**config.mk**
```make
export PLATFORM = sky130hd
export DESIGN_NAME = airport_decoder
export DESIGN_NICKNAME = d
export VERILOG_FILES = /design/src/rtl/airport_decoder.sv
export SDC_FILE = /design/constraint.sdc
export NUM_CORES = 1
export LEC_CHECK = 0
export ABC_AREA = 1
export ABC_CLOCK_PERIOD_IN_PS = 2600
export CAP_MARGIN = 20
export CORE_ASPECT_RATIO = 1.25
export CORE_UTILIZATION = 40
export CTS_BUF_LIST = sky130_fd_sc_hd__clkbuf_4
export DETAILED_ROUTE_END_ITERATION = 12
export SLEW_MARGIN = 15
export SYNTH_ARGS = -nofsm -noshare
export SYNTH_HDL_FRONTEND = slang
export SYNTH_SLANG_ARGS = --single-unit
```
**constraint.sdc**
```tcl
create_clock -name clk -period 2.6 [get_ports clk]
set_clock_uncertainty 0.2 [all_clocks]
set_input_delay 0.26 -clock clk [delete_from_list [all_inputs] [get_ports clk]]
set_output_delay 0.26 -clock clk [all_outputs]
set_load 0.02 [all_outputs]
```
**src/rtl/airport_decoder.sv**
```systemverilog
// Runway wind-light decoder: classifies lamp-pattern transitions and locks onto a wind code.
// Optional saturating error counter output enabled by AIRPORT_DECODER_ERRCNT_EN.
module airport_decoder #(
  parameter int unsigned LOCK_CNT = 3
) (
  input  logic       clk,
  input  logic       reset,
  input  logic [2:0] lights,
  input  logic       lights_vld,
  output logic [1:0] w,
  output logic       locked,
  output logic       err
`ifdef AIRPORT_DECODER_ERRCNT_EN
  ,
  output logic [7:0] err_cnt
`endif
);

  typedef enum logic [1:0] {StEmpty, StTrack, StLock} state_e;

  localparam logic [1:0] ClsCalm = 2'b00;
  localparam logic [1:0] ClsRtl  = 2'b01;
  localparam logic [1:0] ClsLtr  = 2'b10;
  localparam logic [3:0] LockCnt = 4'(LOCK_CNT);

  state_e     r_state, w_state_nxt;
  logic [2:0] r_prev, w_prev_nxt;
  logic [1:0] r_cls, w_cls_nxt;
  logic [3:0] r_cnt, w_cnt_nxt;
  logic [1:0] r_w, w_w_nxt;
  logic       r_locked, w_locked_nxt;
  logic       r_err, w_err_nxt;

  logic       w_legal;
  logic       w_trans_ok;
  logic [1:0] w_trans_cls;
  logic [3:0] w_cnt_inc;

  always_comb begin
    unique case (lights)
      3'b101, 3'b010, 3'b100, 3'b001: w_legal = 1'b1;
      default:                        w_legal = 1'b0;
    endcase
  end

  always_comb begin
    w_trans_ok  = 1'b1;
    w_trans_cls = ClsCalm;
    case ({r_prev, lights})
      6'b101_010, 6'b010_101:             w_trans_cls = ClsCalm;
      6'b100_010, 6'b010_001, 6'b001_100: w_trans_cls = ClsRtl;
      6'b001_010, 6'b010_100, 6'b100_001: w_trans_cls = ClsLtr;
      default:                            w_trans_ok  = 1'b0;
    endcase
  end

  // Count saturates at the lock threshold; a zero count means no running class yet.
  assign w_cnt_inc = (r_cnt >= LockCnt) ? r_cnt : r_cnt + 4'd1;

  always_comb begin
    w_state_nxt  = r_state;
    w_prev_nxt   = r_prev;
    w_cls_nxt    = r_cls;
    w_cnt_nxt    = r_cnt;
    w_w_nxt      = r_w;
    w_locked_nxt = r_locked;
    w_err_nxt    = 1'b0;
    if (lights_vld) begin
      if (!w_legal) begin
        w_err_nxt    = 1'b1;
        w_locked_nxt = 1'b0;
        w_state_nxt  = StEmpty;
        w_cnt_nxt    = 4'd0;
      end else if (r_state == StEmpty) begin
        w_prev_nxt  = lights;
        w_state_nxt = StTrack;
        w_cnt_nxt   = 4'd0;
      end else begin
        w_prev_nxt = lights;
        if (!w_trans_ok) begin
          w_err_nxt    = 1'b1;
          w_locked_nxt = 1'b0;
          w_state_nxt  = StTrack;
          w_cnt_nxt    = 4'd0;
        end else if (r_cnt == 4'd0 || w_trans_cls == r_cls) begin
          w_cls_nxt = w_trans_cls;
          w_cnt_nxt = w_cnt_inc;
          if (r_state == StTrack && w_cnt_inc == LockCnt) begin
            w_w_nxt      = w_trans_cls;
            w_locked_nxt = 1'b1;
            w_state_nxt  = StLock;
          end
        end else begin
          w_cls_nxt    = w_trans_cls;
          w_cnt_nxt    = 4'd1;
          w_locked_nxt = 1'b0;
          w_state_nxt  = StTrack;
        end
      end
    end
  end

  always_ff @(posedge clk or negedge reset) begin
    if (!reset) begin
      r_state  <= StEmpty;
      r_prev   <= 3'b000;
      r_cls    <= ClsCalm;
      r_cnt    <= 4'd0;
      r_w      <= 2'b00;
      r_locked <= 1'b0;
      r_err    <= 1'b0;
    end else begin
      r_state  <= w_state_nxt;
      r_prev   <= w_prev_nxt;
      r_cls    <= w_cls_nxt;
      r_cnt    <= w_cnt_nxt;
      r_w      <= w_w_nxt;
      r_locked <= w_locked_nxt;
      r_err    <= w_err_nxt;
    end
  end

  assign w      = r_w;
  assign locked = r_locked;
  assign err    = r_err;

`ifdef AIRPORT_DECODER_ERRCNT_EN
  logic [7:0] r_err_cnt;

  always_ff @(posedge clk or negedge reset) begin
    if (!reset) begin
      r_err_cnt <= 8'd0;
    end else if (w_err_nxt && r_err_cnt != 8'hff) begin
      r_err_cnt <= r_err_cnt + 8'd1;
    end
  end

  assign err_cnt = r_err_cnt;
`endif

endmodule

```
Word level (Yosys, flattened, before mapping):

Cells that the tools add are included.

* word-level logic and storage cells: 63
* bits in registers: 15
* bits in read-only memories: 0
* bits in writable memories: 0
* bits in latches: 0
* output and inout bits: 4
* memories: 0
* input bits: 6

* reduce and logical (&&, ||, !) cells: 13
* multiply operators: 0
* shift operators: 0
* add/sub/neg operators: 1
* magnitude comparators: 1
* mux-type cells: 22
* bitwise operators: 1
* divide/modulo/power cells: 0
* equal/unequal tests: 18

Operators with widths (count)
* 4-bit 2-to-1 mux: 5
* 6-bit by 5-bit equality test with 1-bit output (second input constant): 3
* 6-bit equality test (second input constant): 3
* 6-bit by 4-bit equality test with 1-bit output (second input constant): 2
* 1-bit 2-to-1 mux: 11
* 2-bit 2-to-1 mux: 5
* 8-bit OR reduction: 1
* 3-bit equality test (second input constant): 2
* 6-bit AND reduction: 1
* 3-bit OR reduction: 2
* 5-bit by 4-bit inequality test with 1-bit output (second input constant): 1
* 4-bit by 1-bit adder with 4-bit output (second input constant): 1
* 4-bit by 2-bit equality test with 1-bit output (second input constant): 1
* 4-bit by 2-bit greater-or-equal comparator with 1-bit output (second input constant): 1
* 4-bit zero test: 1
* 4-bit by 3-bit inequality test with 1-bit output (second input constant): 1
* 2-bit one-hot mux with 2 select lines: 1
* 2-bit AND reduction: 2
* 4-bit AND reduction: 1
* 4-bit OR reduction: 1
* 3-bit by 1-bit equality test with 1-bit output (second input constant): 1
* 3-bit by 2-bit equality test with 1-bit output (second input constant): 1
* 3-bit AND reduction: 1
* 2-bit by 1-bit equality test with 1-bit output (second input constant): 1
* 6 further kinds: 6

Logic depth before layout (Yosys ltp):

* word-level depth: 9
* depth in mapped cells: 12
* mapped depth without buffers: 12

Least setup slack after synthesis:

No wires, ideal clock.

* kind: flip-flop to flip-flop
* start: register r_prev[0]
* end: register r_state[0]
* setup time: 0.116 ns
* path buffers: 0
* arrival: 1.293 ns
* required time: 2.284 ns
* setup slack: 0.990 ns
* stages on the path, launching flop included: 11
* cell sequence: dfrtp_1 > nand2_1 > inv_1 > nand3_1 > nand3_2 > nor3_4 > nor2_2 > nand2_4 > nand2_1 > nand2_1 > nand2_1

* word-level cells in the longest chain between the ends: 9

RTL lines
* from (decl): line 27 `logic [2:0] r_prev, w_prev_nxt;`
* from (signal assigned): line 114 `r_prev <= w_prev_nxt;`
* 6-bit by 4-bit equality test with 1-bit output, or another cell as far along: line 49 `case ({r_prev, lights})`
* 3-bit OR reduction
* 2-bit one-hot mux with 2 select lines: line 49
* 2-bit equality test: line 85 `end else if (r_cnt == 4'd0 || w_trans_cls == r_cls) begin`
* 1-bit logical OR: line 85
* 2-bit 2-to-1 mux: line 85
* 2-bit 2-to-1 mux: line 80 `if (!w_trans_ok) begin`
* 2-bit 2-to-1 mux: line 74 `end else if (r_state == StEmpty) begin`
* 2-bit 2-to-1 mux: line 69 `if (!w_legal) begin`
* to (signal assigned): line 105 `r_state <= StEmpty;`
* to (signal assigned): line 113 `r_state <= w_state_nxt;`
* to (decl): line 26 `state_e r_state, w_state_nxt;`

Several ways; a longest one is shown, not always the timed one.
A chain may end at the register's enable or synchronous reset.

Worst setup path in the final report:

* start: input port lights[1]
* end: register r_w[0], in the netlist w[0]

* word-level cells in the longest chain between the ends: 6

RTL lines
* from (decl): line 8 `input logic [2:0] lights,`
* 6-bit by 4-bit equality test with 1-bit output, or another cell as far along: line 49
* 3-bit OR reduction
* 2-bit one-hot mux with 2 select lines: line 49
* 2-bit equality test: line 85
* 1-bit logical OR: line 85
* 6-bit AND reduction (no source line)
* to (signal assigned): line 117 `r_w <= w_w_nxt;`
* to (decl): line 30 `logic [1:0] r_w, w_w_nxt;`

Several ways; a longest one is shown, not always the timed one.

==> run summary <==
The largest total area in the synthesized netlist belongs to sky130_fd_sc_hd__dfrtp_1. In this run the cell area of the synthesized design comes to 910 µm². The clock latency on the worst-skew pair is 0.30 ns. Core area: 2050 µm².

The average detailed-routed wire length per instance was 10.7 µm; the first-pass detailed-route iteration total was 4. The smallest clock period supported by the final layout is computed as 1.85 ns. The I/O pin total is 10, and the synthesized-area fraction occupied by ao, oa, aoi and oai cells is 0.0839. Die area: 2470 µm².

Summing all flip-flop and latch instances after layout gives 375 µm². The detail-routed via count per cell was 4.84. The critical path goes through clkdlybuf4s50_1, inv_2, nor2_2, nand3_2, nand3_2, nand2_1, nand2_1, nand3_2, nand2_4, nand3_1, nand2_1, nand2_1. The maximum count of clock buffers along a single path is 2, and the areal power density over the cells is 558 nW/µm². At the placement stage, the worst setup path has a slack of 0.438 ns.

At the worst endpoint, the arrival time is 1.84 ns. For this run, the top clock speed supported by timing is 540 MHz. Clock tree synthesis inserted a total of 3 buffers. TritonCTS built the clock tree. At the end of routability-driven placement, the weighted congestion stood at 0.816. Across the run, the number of max-cap violations was 0. For this design, the slowest cell found on the critical path is sky130_fd_sc_hd__clkdlybuf4s50_1. The total number of H-tree levels was 1. After synthesis, the largest family of logic cells by area is simple AND/OR/NAND/NOR gates. The run gives 0 as the total count of max-transition violations in the final report.

After detailed routing, the number of remaining DRC violations is 0. The quantity of hold-fixing buffers added after cts came out at 0. The post-CTS setup buffer count is 0, and the final cycle utilization of the critical path is 0.712.

The worst setup path is captured at a flop. For this run, the leading register cell type out of synthesis is sky130_fd_sc_hd__dfrtp_1. The adder-cell area share of the yosys netlist works out to 0.0275. The cell leakage power is 0.552 nW, and the number of distinct library cells after synthesis is 19.

Routed signal wires occupy layers up through met4. The worst hold path class is primary input to async pin. The tools report the count of final hold-check violations as 0. Each instance of the synthesized netlist takes up on average 7.71 µm².

The design draws 0.594 mW. Share of async-settable or async-resettable flops after synthesis: 1.00. At the end of the flow, the number of nets in the layout was 140. For this block, wires on met1 add up to 779 µm. Setup repair after global routing left no endpoint under its margin. The net count after synthesis was 126; the count of antenna-violating nets left after detailed routing was 0. The run gives 11 as the starting DRC count in detailed routing. The run finished with clean final reports. STA classifies the critical path startpoint as a primary input. The worst max-slew margin expressed relative to the limit was 0.563. The cell that appears most often on the critical path is sky130_fd_sc_hd__nand2_1.

The first global-routing pass estimated 3160 µm of wire. Among cell families on the critical path, the largest total delay comes from simple AND/OR/NAND/NOR gates. Port buffering added 9 buffers. The post-CTS resize count is 0. The cell count after synthesis came out at 118.

The run gives 359 µV as the worst ir drop on vdd. By count the netlist is led by 27 x sky130_fd_sc_hd__nand2_1, 16 x sky130_fd_sc_hd__inv_1, 15 x sky130_fd_sc_hd__dfrtp_1, 15 x sky130_fd_sc_hd__nor2_1. The peak fanout along the critical path works out to 7.

The Yosys step of the flow raised 0 warnings. The tools report the met3 wire length as 49 µm. The simple logic cell fraction of the synthesized area works out to 0.392. The floorplan step set the die width to 44.7 µm.

The share of post-route cells with drive strength above 1 is 0.153. For the number of filler instances in the final layout, the log shows 203. The number of antenna violations at the first check in global routing is 0, and the number of enable-type register cells in the synthesized netlist is 0. CTS saw 15 sinks.

The tools report the total length of routed wires as 1720 µm. The multi-input combinational cells in the finished layout cover a total of 467 µm². Wire segments on met2 add up to 849 µm in the final route. The worst path buffer plus inverter count was 2; the aggregate global-route resource usage was 0.170. The largest stage delay on the critical path is 0.54 ns, and the number of register bits inferred by synthesis is 15. Slew at the pin with the worst max-slew slack: 0.653 ns. The effective utilization at floorplan was 0.444; the largest net degree at the start of global routing was 16. The via count is 779, and the xor and xnor area share after synthesis is 0.00963. The critical path is of the primary input to flop type.

The area growth from synthesis to layout is 17.1%. The setup slack after layout was 0.749 ns; the share of Yosys cell area claimed by the top area cell type was 0.413. The tools report the root cell of the clock tree as sky130_fd_sc_hd__clkbuf_4.

After floorplanning, the core was divided into 18 placement rows. The wire-length estimate of the detail-placed layout is 1330 µm. Yosys instantiated no cell more often than sky130_fd_sc_hd__nand2_1. Summed over all failing endpoints, the final setup total negative slack is 0 ns. The die is 55.3 µm tall.

After clock tree synthesis, the clock-pin slew on the worst setup and hold paths is 0.09 ns. The multiplexer share of the synthesized area works out to 0. The logs give 784 for the number of global-route vias before repair and 0 for the antenna diode count.

For the worst setup path, the data required time is 2.59 ns. Setup violations remaining at the end of the flow were counted as 0. The global route total overflow came out at 0.

After synthesis, the cell types taking the most area are sky130_fd_sc_hd__dfrtp_1 41%, sky130_fd_sc_hd__nand2_1 11%, sky130_fd_sc_hd__inv_1 6.6%. The share of synthesized area occupied by flip-flops and latches was 0.413.
flip-flops by register name, summed over array words and instances, names as in the netlist:
signal / flops
err: 1
r_prev: 3
r_cnt: 4
w: 2
r_state: 2
locked: 1
r_cls: 2
through the flow:
| step | hold slack, ns | cell area [µm²] | utilization | instances |
|---|---|---|---|---|
| 3_3_place_gp | 0.263 | 1040 | 0.506 | 157 |
| 6_report | 0.153 | 1060 | 0.520 | 161 |
| 4_1_cts | 0.183 | 1060 | 0.520 | 161 |
| 5_1_grt | 0.216 | 1060 | 0.520 | 161 |
| 3_5_place_dp | 0.261 | 1040 | 0.506 | 157 |
| 2_1_floorplan | -0.236 | 910 | - | 118 |
report_power, final:
part | switching [mW] | internal [mW] | total, mW
registers | 0.0215 | 0.264 | 0.286
logic | 0.106 | 0.0656 | 0.172
clock network | 0.0786 | 0.0574 | 0.136
layer usage:
| layer | vias up | track usage |
|---|---|---|
| met5 | - | 0 |
| met4 | 0 | 0.0909 |
| met3 | 6 | 0.0327 |
| met2 | 10 | 0.275 |
| met1 | 357 | 0.206 |
| li1 | 406 | - |
final cells by class:
cell class | count | share of cell area
Timing Repair Buffer | 9 | 0.0846
Tap cell | 30 | 0.0353
Clock buffer | 3 | 0.0212
Multi-Input combinational cell | 85 | 0.438
Inverter | 18 | 0.0635
Sequential cell | 15 | 0.353
Clock inverter | 1 | 0.00470
cells in the final DEF (no fill, tap or decap):
cell	Yosys	routed
sky130_fd_sc_hd__nand3_1	6	6
sky130_fd_sc_hd__nand3_2	5	5
sky130_fd_sc_hd__inv_1	16	16
sky130_fd_sc_hd__clkdlybuf4s50_1	0	9
sky130_fd_sc_hd__o21ai_0	4	4
sky130_fd_sc_hd__a21oi_1	3	3
sky130_fd_sc_hd__o22ai_1	1	1
sky130_fd_sc_hd__nand2_4	2	2
sky130_fd_sc_hd__clkinv_2	0	1
sky130_fd_sc_hd__nor2_1	15	15
sky130_fd_sc_hd__nor2_4	1	1
sky130_fd_sc_hd__inv_2	2	2
sky130_fd_sc_hd__o21ai_1	4	4
sky130_fd_sc_hd__xor2_1	1	1
sky130_fd_sc_hd__nor3_4	1	1
sky130_fd_sc_hd__clkbuf_4	0	3
sky130_fd_sc_hd__nor2_2	5	5
sky130_fd_sc_hd__nand4_1	6	6
sky130_fd_sc_hd__a21boi_1	2	2
sky130_fd_sc_hd__nand2_1	27	27
sky130_fd_sc_hd__ha_1	2	2
sky130_fd_sc_hd__dfrtp_1	15	15
worst paths after layout:
kind / from / to / slack (ns) / cells past startpoint
min in group clk: w[1] / w[1] / 0.28 / 2
setup / recovery: lights[1] / w[0] / 0.75 / 12
setup reg to reg: r_prev[2] / w[0] / 0.82 / 11
hold reg to reg: w[1] / w[1] / 0.28 / 2
hold / removal: reset / r_state[1] / 0.15 / 1
max in group asynchronous: reset / r_cls[0] / 1.62 / 1
cell families after synthesis:
logic type               count (synthesis)
buffers and inverters                   18
adder cells (fa/ha/maj)                  2
flip-flops                              15
AO/OA/AOI/OAI                           14
AND/OR/NAND/NOR                         68
XOR/XNOR                                 1
worst reg2reg max path, delay by kind of cell, from the launching register on:
kind	cells	cell delay, ns
simple gates	10	1.03
flops	1	0.39
buf+inv	1	0.07
Power figures use the tool's default switching activity.
